[src/rtl/smg_pkg.sv]
// rtl/smg_pkg.sv - shared segment patterns, column codes and scan state encoding
package smg_pkg;

    localparam logic [7:0] _0 = 8'b1100_0000;
    localparam logic [7:0] _1 = 8'b1111_1001;
    localparam logic [7:0] _2 = 8'b1010_0100;
    localparam logic [7:0] _3 = 8'b1011_0000;
    localparam logic [7:0] _4 = 8'b1001_1001;
    localparam logic [7:0] _5 = 8'b1001_0010;
    localparam logic [7:0] _6 = 8'b1000_0010;
    localparam logic [7:0] _7 = 8'b1111_1000;
    localparam logic [7:0] _8 = 8'b1000_0000;
    localparam logic [7:0] _9 = 8'b1001_0000;

    localparam logic [7:0] SEG_BLANK = 8'hFF;

    localparam logic [1:0] COL_TEN = 2'b01;
    localparam logic [1:0] COL_ONE = 2'b10;
    localparam logic [1:0] COL_OFF = 2'b11;

    typedef enum logic [1:0] {
        SHOW_TEN = 2'd0,
        GAP_T    = 2'd1,
        SHOW_ONE = 2'd2,
        GAP_O    = 2'd3
    } scan_state_t;

    // Decimal digit to active-low segment pattern; anything else shows blank.
    function automatic logic [7:0] digit_to_seg(input logic [3:0] digit);
        case (digit)
            4'd0:    return _0;
            4'd1:    return _1;
            4'd2:    return _2;
            4'd3:    return _3;
            4'd4:    return _4;
            4'd5:    return _5;
            4'd6:    return _6;
            4'd7:    return _7;
            4'd8:    return _8;
            4'd9:    return _9;
            default: return SEG_BLANK;
        endcase
    endfunction

endpackage

[src/rtl/smg_slot_timer.sv]
// rtl/smg_slot_timer.sv - 16-bit slot counter with terminal-count detect
module smg_slot_timer (
    input  logic        CLK,
    input  logic        RST,
    input  logic [15:0] load,
    input  logic        restart,
    output logic        done
);

    logic [15:0] count;

    always_ff @(posedge CLK) begin
        if (RST || restart) begin
            count <= 16'd0;
        end else begin
            count <= count + 16'd1;
        end
    end

    assign done = (count == load - 16'd1);

endmodule

[src/rtl/smg_scan_module.sv]
// rtl/smg_scan_module.sv - two-digit multiplexed seven-segment scanner with dead time
module smg_scan_module
    import smg_pkg::*;
#(
    parameter int T_SCAN = 50000,
    parameter int T_GAP  = 500
) (
    input  logic       CLK,
    input  logic       RST,
    input  logic       Enable,
    input  logic       Blank_Zero,
    input  logic [7:0] Ten_SMG_Data,
    input  logic [7:0] One_SMG_Data,
    output logic [7:0] Row_Scan_Sig,
    output logic [1:0] Column_Scan_Sig,
    output logic       Frame_Done
);

    localparam logic [15:0] SCAN_LEN = 16'(T_SCAN);
    localparam logic [15:0] GAP_LEN  = 16'(T_GAP);

    scan_state_t state_q, state_d;
    logic [7:0]  ten_q, ten_d;
    logic [7:0]  one_q, one_d;
    logic [7:0]  row_d;
    logic [1:0]  col_d;
    logic        frame_d;
    logic        first_q, first_d;
    logic        restart;
    logic        slot_done;
    logic [15:0] slot_len;

    assign slot_len = (state_q == SHOW_TEN || state_q == SHOW_ONE) ? SCAN_LEN : GAP_LEN;

    smg_slot_timer u_slot_timer (
        .CLK     (CLK),
        .RST     (RST),
        .load    (slot_len),
        .restart (restart),
        .done    (slot_done)
    );

    always_ff @(posedge CLK) begin
        if (RST) begin
            state_q         <= GAP_O;
            ten_q           <= SEG_BLANK;
            one_q           <= SEG_BLANK;
            Row_Scan_Sig    <= SEG_BLANK;
            Column_Scan_Sig <= COL_OFF;
            Frame_Done      <= 1'b0;
            first_q         <= 1'b1;
        end else begin
            state_q         <= state_d;
            ten_q           <= ten_d;
            one_q           <= one_d;
            Row_Scan_Sig    <= row_d;
            Column_Scan_Sig <= col_d;
            Frame_Done      <= frame_d;
            first_q         <= first_d;
        end
    end

    // Outputs change only on slot entry, so inputs are latched once per slot.
    always_comb begin
        state_d = state_q;
        ten_d   = ten_q;
        one_d   = one_q;
        row_d   = Row_Scan_Sig;
        col_d   = Column_Scan_Sig;
        frame_d = 1'b0;
        first_d = first_q;
        restart = 1'b0;
        if (!Enable) begin
            state_d = GAP_O;
            restart = 1'b1;
            row_d   = SEG_BLANK;
            col_d   = COL_OFF;
            first_d = 1'b1;
        end else if (slot_done) begin
            restart = 1'b1;
            case (state_q)
                SHOW_TEN: begin
                    state_d = GAP_T;
                    row_d   = SEG_BLANK;
                    col_d   = COL_OFF;
                end
                GAP_T: begin
                    state_d = SHOW_ONE;
                    one_d   = One_SMG_Data;
                    row_d   = One_SMG_Data;
                    col_d   = COL_ONE;
                end
                SHOW_ONE: begin
                    state_d = GAP_O;
                    row_d   = SEG_BLANK;
                    col_d   = COL_OFF;
                end
                default: begin
                    state_d = SHOW_TEN;
                    ten_d   = Ten_SMG_Data;
                    frame_d = !first_q;
                    first_d = 1'b0;
                    if (Blank_Zero && Ten_SMG_Data == _0) begin
                        row_d = SEG_BLANK;
                        col_d = COL_OFF;
                    end else begin
                        row_d = Ten_SMG_Data;
                        col_d = COL_TEN;
                    end
                end
            endcase
        end
    end

endmodule

[config.mk]
export PLATFORM = sky130hd
export DESIGN_NAME = smg_scan_module
export DESIGN_NICKNAME = d
export VERILOG_FILES = /design/src/rtl/smg_pkg.sv /design/src/rtl/smg_slot_timer.sv /design/src/rtl/smg_scan_module.sv
export SDC_FILE = /design/constraint.sdc
export NUM_CORES = 1
export LEC_CHECK = 0
export ABC_AREA = 1
export BUFFER_PORTS_ARGS = -buffer_cell sky130_fd_sc_hd__buf_2
export CORE_MARGIN = 3
export CORE_UTILIZATION = 35
export DETAILED_ROUTE_END_ITERATION = 8
export MAX_ROUTING_LAYER = met4
export PLACE_DENSITY = 0.63
export SETUP_SLACK_MARGIN = 0.05
export SYNTH_ARGS = -nofsm -noshare
export SYNTH_HDL_FRONTEND = slang
export SYNTH_SLANG_ARGS = --single-unit
[constraint.sdc]
create_clock -name CLK -period 2.39 [get_ports CLK]
set_clock_uncertainty 0.15 [all_clocks]
set_input_delay 0.1195 -clock CLK [delete_from_list [all_inputs] [get_ports CLK]]
set_output_delay 0.1195 -clock CLK [all_outputs]
set_load 0.01 [all_outputs]
# [Yosys cells after proc, flatten, opt, wreduce, memory -nomap -nowiden]
# Cells that the tools add are included.
# W data, S select, Z words.
[classes] eq_ne=4 n_mux=8 bitwise_logic=3 n_addsub=2 reduce_logical=10
[op_table] cell="$add A16 B1 Y16 const B" count=1
[op_table] cell="$eq A16 B16 Y1" count=1
[op_table] cell="$mux W16" count=1
[op_table] cell="$pmux W8 S2" count=1
[op_table] cell="$sub A16 B1 Y16 const B" count=1
[op_table] cell="$eq A8 B8 Y1 const B" count=1
[op_table] cell="$mux W8" count=1
[op_table] cell="$pmux W2 S3" count=1
[op_table] cell="$reduce_or A6 Y1" count=1
[op_table] cell="$pmux W2 S2" count=1
[op_table] cell="$reduce_or A2 Y1" count=2
[op_table] cell="$not A1 Y1" count=3
[op_table] cell="$reduce_or A3 Y1" count=1
[op_table] cell="$eq A2 B1 Y1 const B" count=1
[op_table] cell="$eq A2 B2 Y1 const B" count=1
[op_table] cell="$logic_not A2 Y1" count=1
[op_table] cell="$logic_or A1 B1 Y1" count=2
[op_table] cell="$mux W1" count=2
[op_table] cell="$mux W2" count=1
[op_table] cell="$reduce_and A2 Y1" count=1
[op_table] cell="$logic_and A1 B1 Y1" count=1
[op_table] cell="$logic_not A1 Y1" count=1
[totals] register_bits=30 elab_cells=33 inputBits=20

# [Longest topological paths before layout]
# Gate-level depths: netlist (run 1).
[logic_depth] word_depth=8 depth_mapped=11

# [Modules after synthesis]
# A second synthesis (run 1) with hierarchy kept.
[unflattened] cells_unflattened=341 hier_area_um2=2150.8
[by_module_without_submodules] mod="smg_slot_timer" area_per_inst_um2=1365.1 seq_area_each_um2=320.3 n_inst=1 cells_each=228
[by_module_without_submodules] mod="smg_scan_module" area_per_inst_um2=785.8 seq_area_each_um2=280.3 n_inst=1 cells_each=113

# [Worst setup path before layout (run 1)]
# Ideal clock, no wire load.
[synth_timing] path_type="register to register" start="register state_q[0]" end="register Row_Scan_Sig[6]" slack_ns=0.670 setup_time_ns=0.134 synth_period_minus_slack_ns=1.720 n_path_buf=0 path_stages_with_launch=7 t_arrival_ns=1.435 path_cell_list="dfxtp_1 > inv_1 > ha_1 > nor3_1 > a22oi_1 > nand2_1 > nand3_1"
[synth_between] elab_chain_cells=5 word_cells_on_any_way=9
[synth_lines] item="from (decl)" line_no="smg_scan_module.sv:22" rtl="scan_state_t state_q, state_d;"
[synth_lines] item="from (signal assigned)" line_no="smg_scan_module.sv:53" rtl="state_q <= state_d;"
[synth_lines] item="$eq A2 B2 Y1 / $logic_not A2 Y1 (equally long branches)"
[synth_lines] item="$logic_or A1 B1 Y1" line_no="smg_scan_module.sv:33" rtl="assign slot_len = (state_q == SHOW_TEN || state_q == SHOW_ONE) ? SCAN_LEN : GAP_LEN;"
[synth_lines] item="$mux W16" line_no="smg_scan_module.sv:33"
[synth_lines] item="$sub A16 B1 Y16" line_no="smg_slot_timer.sv:20" rtl="assign done = (count == load - 16'd1);"
[synth_lines] item="$eq A16 B16 Y1" line_no="smg_slot_timer.sv:20"
[synth_lines] item="to (signal assigned)" line_no="smg_scan_module.sv:56" rtl="Row_Scan_Sig <= row_d;"
[synth_lines] item="to (decl)" line_no="smg_scan_module.sv:14" rtl="output logic [7:0] Row_Scan_Sig,"
# Parallel ways exist; a longest one is shown, timed or not.
# A chain may end at the register's enable or synchronous reset.

# [Final worst setup path (run 1)]
[layout_timing] start="register u_slot_timer.count[0]" end="register u_slot_timer.count[12]"
[layout_between] elab_chain_cells=4 word_cells_on_any_way=5
[layout_lines] item="from (decl)" line_no="smg_slot_timer.sv:10" rtl="logic [15:0] count;"
[layout_lines] item="from (signal assigned)" line_no="smg_slot_timer.sv:16" rtl="count <= count + 16'd1;"
[layout_lines] item="parallel branches: the longest is 4 deep, another holds $add A16 B1 Y16"
# Parallel ways; which one is timed is not known.

==> impl_metrics.yaml, run 1 <==
timing:
  slew_headroom_pct: 69.3
  finalHoldViolCount: 0
  final.period_utilization_pct: 76.8
  timing.fmax_ghz: 0.545
  worstMarginPinSlew_ps: 459
  rsz0062_at_grt: "no"
  fin_crit_ps: 1840
  slew_violations: 0
  setup_slack_ps: 554
  finalSetupViolations: 0
  setup_tns_ps: 0
power:
  finalPower_uw: 963
  vdd_drop_max_mv: 0.226
  leakage_uw: 0.000868
  pwr_density_cell_nw_per_um2: 474
final_layout:
  final_cells: 357
  multi_input_area_um2: 980
  syn_to_final_growth_pct: 15.4
  ff_latch_area_um2: 601
  nets: 314
  fin_util_pct: 42.5
  antenna_cells: 0
  nFillCells: 486
  drive_above_1_share_pct: 18.6
die:
  die_w_um: 76.9
  core_um2: 4790
  pin_count: 31
  start_util_pct: 36.8
  die_area_um2: 5920
  core.rowCount: 25
  die_y_um: 76.9
global_routing:
  grt_max_degree: 17
  first_global_vias: 1416
  grt_overflow: 0
  globalRouteTotalUtil_pct: 13.5
  antenna_found_initial: 0
  grt_first_pass_wirelength_mm: 6.29
clock_tree:
  cts_buffers: 5
  cts_resized: 0
  clk_path_buf_depth: 2
  ctsHoldBuffers: 0
  cts_setup_buffers: 0
  cts-root-buf: "clkbuf_8"
  htree_levels: 2
  cts_sinks: 30
  cts_tree: "yes"
  clk_pin_slew_worst_paths_ps: 70
  clock_latency_ps: 280
synthesis:
  synth-seq-area-share_pct: 34.1
  avgSynthCellArea_um2: 6.83
  synthCells: 258
  yosysWarnings: 0
  yosys.area.top_type: "dfxtp_1"
  netlist_area_um2: 1760
  ys_top_cells_by_area: "dfxtp_1 34%, nand2_1 16%, nand3_1 8.8%"
  netlist-cell-type-count: 24
  synth_nets: 283
  yosys.area.top_type_share_pct: 34.1
  yosys_register_bits: 30
routing:
  vias_per_cell: 4.56
  first_pass_iters: 4
  drc_errors: 0
  first_iter_violations: 59
  ant_nets: 0
  via_count: 1629
  wl_per_cell_um: 10.3
  routed_wl_mm: 3.67
critical_path:
  cp_slowest_stage_delay_ps: 360
  cp.arrival_ps: 1860
  crit_path_max_fanout: 16
  worstPathRequired_ps: 2410
  crit_type: "reg2reg"
  crit_chain: "ha_1 > nand2_1 > nor2_1 > nand2_1 > nor2_2 > nand3_2 > nand2_4 > nor2_1"
  worstSetupEndpointType: "flop"
  crit_path_start_kind: "flop"
  slowest_stage: "dfxtp_1"
placement:
  dp_hpwl_mm: 2.74
  place.gp.congestion: 0.833
  numPortBuffers: 30
  dpl.cell_count: 349
  preCtsSetupSlack_ps: 549
outcome:
  status: "finished clean"
flow_run:
  drv_cap: 0
min_path:
  hp-class: "in2reg"
==> metal layers <==
layer | wire length, µm | vias up | global-route usage [%] | share of wire [%]
li1 | - | 872 | - | -
met1 | 1770 | 729 | 16.8 | 48
met2 | 1680 | 22 | 20.5 | 46
met3 | 150 | 6 | 3.64 | 4.1
met4 | 74 | 0 | 5.98 | 2.0
met5 | 0 | - | - | 0
==> where the power goes <==
group | switching, µW | internal, µW | total [µW]
clock | 189 | 232 | 421
combinational | 20.2 | 19.1 | 39.4
sequential | 1.34 | 502 | 503
==> cells in the final DEF, fill, tap and decap left out, types with 2 or more instances in the layout <==
cell type  count
buf_2         30
inv_1         28
xor2_1        12
dfxtp_1       30
nand2_4        2
nor2_1        29
clkbuf_8       6
nand3_2        3
buf_4          3
ha_1           5
nor2_2         5
nand3b_1       5
o21ai_0        3
nand3_1       31
nand2_1       74
nor3_1         5
a21oi_1        8
nand4_1        3
o21ai_2        2
==> path summary, 6_finish.rpt <==
check / startpoint / end / slack [ps] / cells past startpoint
setup / recovery: u_slot_timer.count[0] / u_slot_timer.count[12] / 550 / 8
hold / removal: One_SMG_Data[1] / Row_Scan_Sig[1] / 20 / 5
setup reg to reg: u_slot_timer.count[0] / u_slot_timer.count[12] / 550 / 8
hold reg to reg: first_q / first_q / 300 / 2
==> cell usage after synthesis, drive strengths merged <==
| master | number |
|---|---|
| nand2 | 77 |
| nor2 | 35 |
| clkbuf | 3 |
| o21ai | 5 |
| a21oi | 8 |
| nand3 | 34 |
| inv | 28 |
| nand4 | 3 |
| a21o | 1 |
| ha | 5 |
| nand3b | 5 |
| dfxtp | 30 |
| nor3 | 5 |
| buf | 6 |
| xor2 | 12 |
| a22oi | 1 |
==> metrics by stage <==
step | hold slack [ps] | area, µm²
4_1_cts | 8.57 | 2030
2_1_floorplan | 171 | 1760
3_5_place_dp | 289 | 1940
6_report | 15.8 | 2030
3_3_place_gp | 283 | 1940
5_1_grt | 25.0 | 2030
==> worst max-delay path, delay by kind of cell (launching register included) <==
family,cells,cell delay (ps)
simple gates,7,970
flops,1,360
fa+ha+maj,1,240
==> flip-flops by register name, summed over array words and instances, names as in the netlist <==
signal              cells
Column_Scan_Sig         2
Frame_Done              1
Row_Scan_Sig            8
first_q                 1
state_q                 2
u_slot_timer.count     16
==> final cells by class <==
cell class / instances / share of cell area (%)
clock inverter: 1 / 0.246
timing repair buffer: 33 / 8.49
multi-input combinational: 191 / 48.2
tap: 67 / 4.12
sequential: 30 / 29.5
inverter: 28 / 5.17
clock buffer: 7 / 4.25
==> kinds of logic (layout without fill, tap and decap cells) <==
| kind of cell | count (synthesis) | in the layout | share of synthesized area (%) |
|---|---|---|---|
| xor+xnor | 12 | 12 | 5.97 |
| simple gates | 159 | 159 | 41.1 |
| buf+inv | 37 | 69 | 10.3 |
| flops | 30 | 30 | 34.1 |
| compound gates | 15 | 15 | 4.97 |
| fa+ha+maj | 5 | 5 | 3.55 |
Note: power is estimated with default switching activity, not from simulation.
==> run 2: changes to the inputs <==
--- a/config.mk
+++ b/config.mk
@@ -5,13 +5,13 @@
 export SDC_FILE = /design/constraint.sdc
 export NUM_CORES = 1
 export LEC_CHECK = 0
-export ABC_AREA = 1
+export ABC_AREA = 0
 export BUFFER_PORTS_ARGS = -buffer_cell sky130_fd_sc_hd__buf_2
 export CORE_MARGIN = 3
 export CORE_UTILIZATION = 35
 export DETAILED_ROUTE_END_ITERATION = 8
 export MAX_ROUTING_LAYER = met4
-export PLACE_DENSITY = 0.63
+export PLACE_DENSITY = 0.64
 export SETUP_SLACK_MARGIN = 0.05
 export SYNTH_ARGS = -nofsm -noshare
 export SYNTH_HDL_FRONTEND = slang
==> constraint.sdc (replaced) <==
create_clock -name CLK -period 1.93 [get_ports CLK]
set_clock_uncertainty 0.15 [all_clocks]
set_input_delay 0.0965 -clock CLK [delete_from_list [all_inputs] [get_ports CLK]]
set_output_delay 0.0965 -clock CLK [all_outputs]
set_load 0.01 [all_outputs]
==> impl_metrics.yaml, run 2 <==
clock_tree:
  cts_sinks: 30
  clock_latency_ps: 280
  cts_tree: "yes"
  clk_pin_slew_worst_paths_ps: 70
  htree_levels: 2
  cts-root-buf: "clkbuf_8"
  cts_buffers: 5
  ctsHoldBuffers: 0
  clk_path_buf_depth: 2
placement:
  dpl.cell_count: 282
  place_area_um2: 1980
  dp_hpwl_mm: 2.91
  numPortBuffers: 30
  place.gp.congestion: 0.777
routing:
  via_count: 1545
  vias_per_cell: 5.27
  first_pass_iters: 4
  first_iter_violations: 88
  wl_per_cell_um: 13.4
  drc_errors: 0
  routed_wl_mm: 3.93
  ant_nets: 0
final_layout:
  top_register: "u_slot_timer.count"
  fin_util_pct: 51.5
  final_common_cell: "buf_2"
  largest_reg_flops: 16
  drive_above_1_share_pct: 33.7
  final_cells: 293
  syn_to_final_growth_pct: 36.6
  final_cell_area_um2: 2140
  antenna_cells: 0
  nets: 267
  final_cell_mix: "30 x buf_2, 27 x dfxtp_1, 27 x buf_4"
  top_regs: "u_slot_timer.count: 16 flops, Row_Scan_Sig: 8 flops"
min_path:
  hp-class: "in2reg"
timing:
  finalHoldViolCount: 0
  worstMarginPinSlew_ps: 413
  finalSetupViolations: 29
  timing.fmax_ghz: 0.491
  rsz0062_at_grt: "yes"
  slew_violations: 0
  setup_slack_ps: -107
  fin_crit_ps: 2040
  final.period_utilization_pct: 106
  slew_headroom_pct: 72.2
synthesis:
  yosysWarnings: 0
  yosysMostFrequentCell: "dfxtp_1"
  netlist_area_um2: 1560
  yosys_register_bits: 30
  synth_common_cells: "30 x dfxtp_1, 23 x nor2_1, 18 x nand2_1, 11 x o31ai_1, 8 x xor2_1"
  synthCells: 183
  synth_ff_type: "dfxtp_1"
  synth_nets: 208
  avgSynthCellArea_um2: 8.55
  yosys.area.top_type_share_pct: 38.4
  yosys.area.top_type: "dfxtp_1"
  ys_async_sr_fraction_pct: 0
  netlist-cell-type-count: 41
  ys_top_cells_by_area: "dfxtp_1 38%, nor2_1 5.5%, o31ai_1 5.3%"
  synth-seq-area-share_pct: 38.4
  synth_edf_count: 0
critical_path:
  crit_path_start_kind: "flop"
  worstSetupEndpointType: "flop"
  cp.arrival_ps: 2060
  worstPathRequired_ps: 1950
  crit_path_max_fanout: 7
  crit_type: "reg2reg"
outcome:
  status: "complete, but fails checks"
  violations: "setup timing"
global_routing:
  first_global_vias: 1525
  globalRouteTotalUtil_pct: 16.4
  antenna_found_initial: 0
  grt_overflow: 0
  grt_first_pass_wirelength_mm: 6.72
  grt_max_degree: 16
power:
  leakage_uw: 0.000848
  finalPower_uw: 1220
  pwr_density_cell_nw_per_um2: 572
  vdd_drop_max_mv: 0.256
flow_run:
  drv_cap: 0
die:
  core_um2: 4140
  start_util_pct: 37.7
  die_area_um2: 5310
  die_y_um: 72.8
  pin_count: 31
  core.rowCount: 23
  die_w_um: 72.8
## run 2: where the power goes
part | total [µW] | switching [µW] | internal, µW | leakage, µW
sequential | 623 | 1.12 | 621 | 0.000243
combinational | 75.9 | 36.6 | 39.2 | 0.000557
clock | 523 | 236 | 287 | 0.0000482
total | 1220 | 274 | 948 | 0.000848
## run 2: cell families after synthesis
kind of cell | Yosys count | synth area share, %
muxes | 3 | 1.92
adders and majority gates | 5 | 4.00
xor gates and xnor gates | 12 | 6.72
buffers and inverters | 13 | 3.76
AOI/OAI and AO/OA | 39 | 18.2
DFF | 30 | 38.4
and+or+nand+nor | 81 | 27.0
## run 2: what timing repair did
item                                    CTS  global route
gates resized for setup                   2             7
setup buffers                             0             3
pin swaps                                 1             7
endpoints found under the setup margin   29            29
## run 2: final timing paths
| check | startpoint | to | slack, ps | cells after the start |
|---|---|---|---|---|
| max | u_slot_timer.count[0] | Row_Scan_Sig[7] | -110 | 5 |
| min | Ten_SMG_Data[4] | Row_Scan_Sig[4] | 40 | 3 |
| max reg2reg | u_slot_timer.count[0] | Row_Scan_Sig[7] | -110 | 5 |
| min reg2reg | first_q | first_q | 310 | 2 |
## run 2: cell type report
type                            instances  area (µm²)
Sequential cell                        30         604
Clock buffer                            7        86.3
Multi-Input combinational cell        140         945
Fill cell                             419        2010
Clock inverter                          1        5.00
Timing Repair Buffer                   62         422
Inverter                                3        11.3
Tap cell                               50        62.6
## run 2: per-stage QoR
step                TNS, ps  worst slack, ps  hold slack, ps
global placement      -1080            -65.2             285
detailed placement    -1260            -98.8             293
finish                -1920             -107            35.3
CTS                   -1700             -119            32.5
global route          -3980             -177            41.4
floorplan              -519            -66.6             172
## run 2: critical path: stages (launching register included)
cell,delay (ps)
dfxtp_2,330
ha_2,170
nand4b_1,110
or4_4,460
or3_4,400
a211o_1,300
## run 2: metal layers
layer	share of wire, %	GRT usage, %	wire length (µm)
met5	0	-	0
met1	50	22.0	1950
met4	0.97	6.35	38
met3	3.2	2.75	126
met2	46	24.6	1820
